$ cat src/rtl/filtro_pkg.sv
// Shared constants and FSM encoding for the 9-tap MAC filter.
package filtro_pkg;

  localparam int unsigned NTAPS     = 9;
  localparam int unsigned IDX_W     = 4;
  localparam int unsigned ACC_GUARD = 4;
  localparam int unsigned DW_DEF    = 16;
  localparam int unsigned ACC_W     = 2 * DW_DEF + ACC_GUARD;

  typedef logic [1:0] state_t;

  localparam state_t IDLE = 2'd0;
  localparam state_t MAC  = 2'd1;
  localparam state_t DONE = 2'd2;

  // Accumulator width for a given sample width: full product plus guard bits for 9 taps.
  function automatic int unsigned acc_width(input int unsigned dw);
    return 2 * dw + ACC_GUARD;
  endfunction

endpackage

$ cat src/rtl/filtro_linea.sv
// 9-entry sample delay line: shifts on enable, one indexed combinational read port.
module filtro_linea
  import filtro_pkg::*;
#(
  parameter int DW = 16
) (
  input  logic              clk,
  input  logic              reset,
  input  logic              en,
  input  logic [DW-1:0]     din,
  input  logic [IDX_W-1:0]  rd_idx,
  output logic [DW-1:0]     rd_data_c
);

  logic [DW-1:0] x [NTAPS];

  always_ff @(posedge clk or negedge reset) begin
    if (!reset) begin
      for (int i = 0; i < int'(NTAPS); i++) x[i] <= '0;
    end else if (en) begin
      x[0] <= din;
      for (int i = 1; i < int'(NTAPS); i++) x[i] <= x[i-1];
    end
  end

  always_comb begin
    rd_data_c = '0;
    if (rd_idx < IDX_W'(NTAPS)) rd_data_c = x[rd_idx];
  end

endmodule

$ cat src/rtl/filtro_mac.sv
// 9-tap FIR multiply-accumulate engine: one tap per cycle, Q1.15 coefficients, saturated output.
module filtro_mac
  import filtro_pkg::*;
#(
  parameter int DW   = 16,
  parameter int FRAC = 15
) (
  input  logic          clk,
  input  logic          reset,
  input  logic          we_d,
  input  logic [31:0]   din,
  input  logic          we_k,
  input  logic [3:0]    k_addr,
  input  logic [DW-1:0] k_data,
  input  logic          inicio,
  output logic          conto9,
  output logic          busy,
  output logic          done,
  output logic [31:0]   result,
  output logic          ovf
);

  localparam int unsigned AW = acc_width(DW);
  localparam int unsigned PW = 2 * DW;
  localparam logic [IDX_W-1:0] LAST_TAP = IDX_W'(NTAPS - 1);
  localparam logic signed [AW-1:0] SAT_MAX = {{(AW-DW+1){1'b0}}, {(DW-1){1'b1}}};
  localparam logic signed [AW-1:0] SAT_MIN = {{(AW-DW+1){1'b1}}, {(DW-1){1'b0}}};

  state_t state, state_nx;

  logic [3:0]              count;
  logic [IDX_W-1:0]        tap;
  logic signed [DW-1:0]    k     [NTAPS];
  logic signed [DW-1:0]    k_act [NTAPS];
  logic signed [AW-1:0]    acc;

  logic                    start_c;
  logic                    shift_c;
  logic [DW-1:0]           x_tap_c;
  logic signed [PW-1:0]    prod_c;
  logic signed [AW-1:0]    shr_c;
  logic signed [DW-1:0]    sat_c;
  logic                    clip_c;
  logic                    unused_din_c;

  assign unused_din_c = ^din[31:DW];

  // A start request takes priority over a simultaneous sample write.
  assign start_c = (state == IDLE) && inicio && conto9;
  assign shift_c = (state == IDLE) && we_d && !start_c;

  filtro_linea #(.DW(DW)) u_linea (
    .clk       (clk),
    .reset     (reset),
    .en        (shift_c),
    .din       (din[DW-1:0]),
    .rd_idx    (tap),
    .rd_data_c (x_tap_c)
  );

  assign prod_c = PW'($signed(x_tap_c)) * PW'(k_act[tap]);
  assign shr_c  = acc >>> FRAC;

  always_comb begin
    sat_c  = shr_c[DW-1:0];
    clip_c = 1'b0;
    if (shr_c > SAT_MAX) begin
      sat_c  = SAT_MAX[DW-1:0];
      clip_c = 1'b1;
    end else if (shr_c < SAT_MIN) begin
      sat_c  = SAT_MIN[DW-1:0];
      clip_c = 1'b1;
    end
  end

  always_ff @(posedge clk or negedge reset) begin
    if (!reset) state <= IDLE;
    else        state <= state_nx;
  end

  always_comb begin
    state_nx = state;
    case (state)
      IDLE:    if (start_c) state_nx = MAC;
      MAC:     if (tap == LAST_TAP) state_nx = DONE;
      DONE:    state_nx = IDLE;
      default: state_nx = IDLE;
    endcase
  end

  // Coefficient bank is writable anytime; the MAC works on a snapshot taken at start.
  always_ff @(posedge clk or negedge reset) begin
    if (!reset) begin
      for (int i = 0; i < int'(NTAPS); i++) begin
        k[i]     <= '0;
        k_act[i] <= '0;
      end
      count  <= '0;
      conto9 <= 1'b0;
      tap    <= '0;
      acc    <= '0;
      busy   <= 1'b0;
      done   <= 1'b0;
      result <= '0;
      ovf    <= 1'b0;
    end else begin
      busy <= (state_nx == MAC);
      done <= (state == DONE);
      if (we_k && (k_addr <= LAST_TAP)) k[k_addr] <= k_data;
      case (state)
        IDLE: begin
          if (start_c) begin
            acc   <= '0;
            tap   <= '0;
            k_act <= k;
          end else if (shift_c && (count != 4'd9)) begin
            count  <= count + 4'd1;
            conto9 <= (count == 4'd8);
          end
        end
        MAC: begin
          acc <= acc + AW'(prod_c);
          if (tap != LAST_TAP) tap <= tap + IDX_W'(1);
        end
        DONE: begin
          result <= 32'(sat_c);
          ovf    <= clip_c;
          count  <= '0;
          conto9 <= 1'b0;
        end
        default: ;
      endcase
    end
  end

endmodule

$ cat config.mk
export PLATFORM = sky130hd
export DESIGN_NAME = filtro_mac
export DESIGN_NICKNAME = d
export VERILOG_FILES = /design/src/rtl/filtro_pkg.sv /design/src/rtl/filtro_linea.sv /design/src/rtl/filtro_mac.sv
export SDC_FILE = /design/constraint.sdc
export NUM_CORES = 2
export LEC_CHECK = 0
export ABC_AREA = 1
export CORE_MARGIN = 2
export CORE_UTILIZATION = 30
export CTS_CLUSTER_DIAMETER = 80
export CTS_CLUSTER_SIZE = 24
export DETAILED_ROUTE_END_ITERATION = 16
export PLACE_DENSITY = 0.51
export SYNTH_ARGS = -nofsm -noshare
export SYNTH_HDL_FRONTEND = slang
export SYNTH_SLANG_ARGS = --single-unit
$ cat constraint.sdc
create_clock -name clk -period 15.3 [get_ports clk]
set_input_delay 3.06 -clock clk [delete_from_list [all_inputs] [get_ports clk]]
set_output_delay 3.06 -clock clk [all_outputs]
set_load 0.005 [all_outputs]
==> reports/results.md <==
* result of the run: complete, no violations
* worst slack after detailed placement: 6.362 ns
* Final Net Count: 4,486
* top cells by area, synth: dfrtp_1 (37%), fa_1 (19%), nand2_1 (12%), inv_1 (9.0%), o21ai_0 (7.6%)
* width of the die: 338.7 um
* post-route setup TNS: 0 ns
* ratio of routed vias to standard cells: 4.545
* time the final worst path needs with I/O delays and setup: 8.889 ns
* Final period util: 0.5810
* area share of the largest cell type after synthesis: 0.3708
* startpoint class of the critical path: register
* distinct cell type count after synthesis: 46
* max-slew violation total from the final report: 0
* register area share after synthesis: 0.3708
* clk buf depth: 3
* number of cell instances on the worst register-to-register path: 29
* critical path's top delay family: adder cells
* clock sink count: 498
* antenna violations before repair: 0
* WL met3: 2875 um
* Setup-failing EPs final: 0
* area of the die: 114,700 um2
* area leader, netlist: dfrtp_1
* hold bufs inserted after CTS: 0
* Resize count post-CTS: 0
* Clock Root Buffer: clkbuf_16
* pin slew with the least headroom to its limit: 1.099 ns
* CTS tree: done
* largest net degree at the start of global routing: 152
* floorplan row count: 122
* required arrival time at the worst endpoint: 15.84 ns
* Hold Path Depth: 2
* critical setup path kind: reg2reg
* Final ANT Viol Nets: 0
* worst hold slack across all endpoints: 0.4760 ns
* number of register bits inferred by synthesis: 498
* CP Max Fanout: 67
* total congestion overflow after global routing: 0
* number of vias in the routed layout: 25,060
* global-route wire length before repair: 144,700 um
* simple-gate portion of the synthesized area: 0.1640
* post-synthesis cell area: 33,610 um2
* fraction of registers with async set or reset after synthesis: 1.000
* Routed wire per std cell: 15.79 um
* fraction of final layout cells sized beyond drive strength 1: 0.03404
* final routed wirelength across all metal layers: 87,070 um
* xor and xnor area share after synthesis: 0.001824
* Pre-Repair DR Iteration Count: 9
* unrepaired setup endpoints after global routing: false
* highest metal used: met4
* Post-Syn Nets: 4,546
* total of max-cap violations: 0
* residual DRC count: 0
* global-route usage over all layers: 0.1556
* largest family of logic cells by synthesized area: adder cells
* crit end category: register
* violation count after the first detailed-route iteration: 1,682
* Syn Inst Count: 4,063
* Worst slew margin: 0.2625
* area share of fa/ha/maj cells after synthesis: 0.2290
* fraction of the mapped netlist area in compound gates: 0.1145
* htree depth: 1
* predominant post-synthesis flop cell: dfrtp_1
* weighted congestion at the end of routability-driven global placement: 0.8723
* starting utilization of the core area: 0.3032
* P&R area growth vs syn: 9.286%
* synthesis warning total: 0
* CP Buf/Inv Count: 8
* maximum achievable frequency: 112.5 MHz
* vertical die dimension: 338.7 um
* clock network latency to the later pin of the worst-skew pair: 0.66 ns
* final worst clock skew: 0.03631 ns
* Port Buf Inserts: 76
* amount of wire on met2 after detailed routing: 42,930 um
* num ports: 93
* sum of net half-perimeters after detailed placement: 60,270 um
* vias in the first global route: 25,994
* highest-delay cell along the critical path: fa_1
* mean area per synthesized cell: 8.271 um2
* delay of the slowest cell on the worst path: 0.89 ns
* number of enable flip-flop cells after synthesis: 0
* Min-Delay Path Class: reg2reg
* min setup slack post-route: 6.411 ns
* Core Area: 110,800 um2
* Clk pin slew, worst setup/hold paths: 0.11 ns
* Post-CTS Repair Setup Buffers: 0
* depth of the critical timing path with buffers and inverters included: 29
* sum of routed wire segments on met1: 39,650 um
* multiplexer share of the synthesized area: 0
* number of clock buffers inserted by TritonCTS: 31
* Hold Violations, Final: 0
* CP arrival: 9.42 ns
## layout make-up
class	count	area [um2]
Inverter	810	3043
Sequential cell	498	12470
Timing Repair Buffer	106	1003
Clock inverter	19	341.6
Tap cell	1488	1862
Antenna cell	1	2.502
Fill cell	11810	74090
Clock buffer	36	814.5
Multi-Input combinational cell	2556	17190
## layer usage
metal | up-vias | track usage
met2 | 360 | 0.2737
met3 | 81 | 0.01363
met4 | 0 | 0.03213
met5 | - | 0
li1 | 12206 | -
met1 | 12413 | 0.2084
## cells by family after synthesis
| kind of cell | after synthesis |
|---|---|
| AND/OR/NAND/NOR | 1409 |
| buffers and inverters | 1009 |
| AO/OA/AOI/OAI | 714 |
| flip-flops | 498 |
| adder cells (fa/ha/maj) | 426 |
| XOR/XNOR | 7 |
## sequential cells by signal, indices dropped and copies added (netlist names), 2 cells and up
register,cells
state,2
k_act,144
k,144
count,4
result,16
u_linea.x,144
acc,36
tap,4
## synth_stat cells (2+ instances only)
library cell	number
o211ai_1	2
o221ai_1	17
ha_1	111
inv_1	802
o21ai_2	3
nand4_1	8
buf_2	64
a21boi_0	2
nor4_1	2
and3_1	2
nor2_2	3
nor3_1	9
dfrtp_1	498
o22ai_1	9
fa_1	315
a21o_1	5
nor2_1	160
clkbuf_1	91
a22o_1	5
nand2_2	10
o21ai_0	508
xnor2_1	6
o21a_1	3
nand3_1	101
buf_1	4
buf_4	37
buf_6	3
o21ai_1	8
a21oi_1	126
inv_2	7
a32o_1	4
o21bai_1	5
a32o_2	12
nand2_1	1109
## worst register-to-register path, delay by kind of cell (launching register included)
kind | cells | cell delay (ns)
compound gates | 2 | 0.15
fa+ha+maj | 8 | 4.39
buf+inv | 8 | 1.45
flops | 1 | 0.79
simple gates | 11 | 1.99
## per-stage QoR
stage          area, um2  std cells    util
6_report           36730       5514  0.3314
5_1_grt            36720       5513  0.3314
4_1_cts            36720       5513  0.3314
3_5_place_dp       35570       5458  0.3209
3_3_place_gp       35570       5458  0.3209
2_1_floorplan      33610       4063       -
## placed cells by master (no fill, tap or decap), drive strengths merged, types with 5 or more instances in the layout
cell / count
o21ai: 519
a22o: 5
o21bai: 5
a32o: 16
o22ai: 9
nor3: 9
fa: 315
nor2: 164
clkdlybuf4s50: 75
a21o: 5
clkbuf: 36
o221ai: 18
dfrtp: 498
a21oi: 127
ha: 111
clkinv: 11
nand3: 102
nand2: 1119
nand4: 8
buf: 31
xnor2: 6
inv: 814
## worst paths after layout
path                             start           end  slack [ns]
max in group asynchronous        reset  u_linea.x[3]       10.59
min in group asynchronous        reset         k[59]        2.43
worst max-delay path            tap[0]       acc[35]        6.41
worst min register to register  k[133]    k_act[133]        0.48
worst min-delay path            k[133]    k_act[133]        0.48
worst max register to register  tap[0]       acc[35]        6.41
Power is left out: the tool's default activity adds up to more than one toggle a clock period on the data nets, which glitch-free logic cannot reach.
==> RTL change, RTL diff (same flow settings) <==
The package constant `NTAPS` goes from 9 to 10.
--- a/src/rtl/filtro_pkg.sv
+++ b/src/rtl/filtro_pkg.sv
@@ -2,5 +2,5 @@
 package filtro_pkg;
 
-  localparam int unsigned NTAPS     = 9;
+  localparam int unsigned NTAPS     = 10;
   localparam int unsigned IDX_W     = 4;
   localparam int unsigned ACC_GUARD = 4;
Check against the original RTL: same outputs for any inputs over 4 cycles, from zero or initial values and one cycle with reset low; that may be too few to reach the edited logic, so the function may still have changed.
==> RTL change against the original RTL <==
Wire length is 6.8% higher. Worst setup slack worse by 86 ps. Sequential cell count grew 48. Synthesized area grew 6.1%. Synthesized cell count is 5.2% higher. Cell area increased by 5.6%. Final cell count up 4.7%. Critical path type unchanged. Largest cell class unchanged.
Power is left out: the tool's default activity adds up to more than one toggle a clock period on the data nets, which glitch-free logic cannot reach.
==> RTL change: results (changes against the original RTL) <==
Setup crit end acc[26]$_DFFE_PN0P_ (was acc[35]$_DFFE_PN0P_); GP Congestion 0.896 (was 0.872); status finished, final reports clean (unchanged); hold path start k[114]$_DFFE_PN0P_ (was k[133]$_DFFE_PN0P_); Syn Nets 4756 (was 4546); synth unique cells 47 (was 46); Top Registers k (160), k_act (160), u_linea.x (160) (was k (144), k_act (144), u_linea.x (144)); via/cell ratio 4.60 (was 4.54); DRC marker count from the first detailed-route iteration 2053 (was 1682); Top Layer Used met5 (was met4); register area share after synthesis 0.383 (was 0.371); met2 Usage GRT 0.264 (was 0.274); CP max FO 69 (was 67); CP arrival 9500 ps (was 9420 ps); Net count, final 4695 (was 4486); Total Routing Usage GR 0.158 (was 0.156); met1 Usage GRT 0.216 (was 0.208); H-Tree Depth 2 (was 1); Total Wirelength 93.0 mm (was 87.1 mm); Slowest cell on crit path dfrtp_4 (was fa_1); DP Area 37600 sq um (was 35600 sq um); share of layout cells above drive strength 1 0.0427 (was 0.0340); met3 WL 4.07 mm (was 2.88 mm); vias in the first global route 27100 (was 26000); FF-to-FF End acc[26]$_DFFE_PN0P_ (was acc[35]$_DFFE_PN0P_); Clock Skew 50.4 ps (was 36.3 ps); ranking of synthesized cells by area dfrtp_1 38%, fa_1 18%, nand2_1 13% (was dfrtp_1 37%, fa_1 19%, nand2_1 12%); Reg2Reg Setup Slack 6330 ps (was 6410 ps); Pre-Repair DR Iteration Count 5 (was 9); top-area cell type share of the netlist area 0.383 (was 0.371); met2 wire length 43.9 mm (was 42.9 mm); number of CTS-inserted buffers 36 (was 31)
## RTL change: cell types whose count changed after synthesis, sizes merged, moves of 16 or more
cell / change
nand3: +42
nand2: +137
a32o: -16
dfrtp: +48
inv: -77
nor2: +47
## RTL change: kinds of logic after synthesis
logic type	count (synthesis)	synth area share
AND/OR/NAND/NOR	1647	0.182
flip-flops	546	0.383
adder cells (fa/ha/maj)	426	0.216
AO/OA/AOI/OAI	706	0.109
multiplexers	1	0.000281
buffers and inverters	941	0.109
XOR/XNOR	6	0.00147
## RTL change: how the worst min path moves through the flow
stage	endpoint	slack, ps	cells past startpoint
2_1_floorplan	k_act[100]$_DFFE_PN0P_	440	2
3_3_place_gp	k_act[122]$_DFFE_PN0P_	450	2
3_5_place_dp	k_act[102]$_DFFE_PN0P_	450	2
4_1_cts	k_act[114]$_DFFE_PN0P_	470	2
5_1_grt	k_act[134]$_DFFE_PN0P_	490	2
6_report	k_act[114]$_DFFE_PN0P_	470	2
## RTL change: per-stage QoR
step           instances  setup slack, ps
2_1_floorplan       4273             8930
3_3_place_gp        5710             6400
3_5_place_dp        5710             6380
4_1_cts             5771             6350
5_1_grt             5771             5670
6_report            5772             6330
## RTL change: final cells by class
class	instances	area, sq um
diodes	1	2.50
clock buffers	43	968
clock inverters	18	240
fillers	12400	79100
inverters	732	2760
multi-input cells	2786	18200
flip-flops and latches	546	13700
well taps	1536	1920
repair buffers	110	1050
## RTL change: critical path: cells and delay by family (launching register included)
family	cells	cell delay [ps]
buffers and inverters	7	1890
AND/OR/NAND/NOR	11	1540
flip-flops	1	930
adder cells (fa/ha/maj)	7	3800
AO/OA/AOI/OAI	3	650
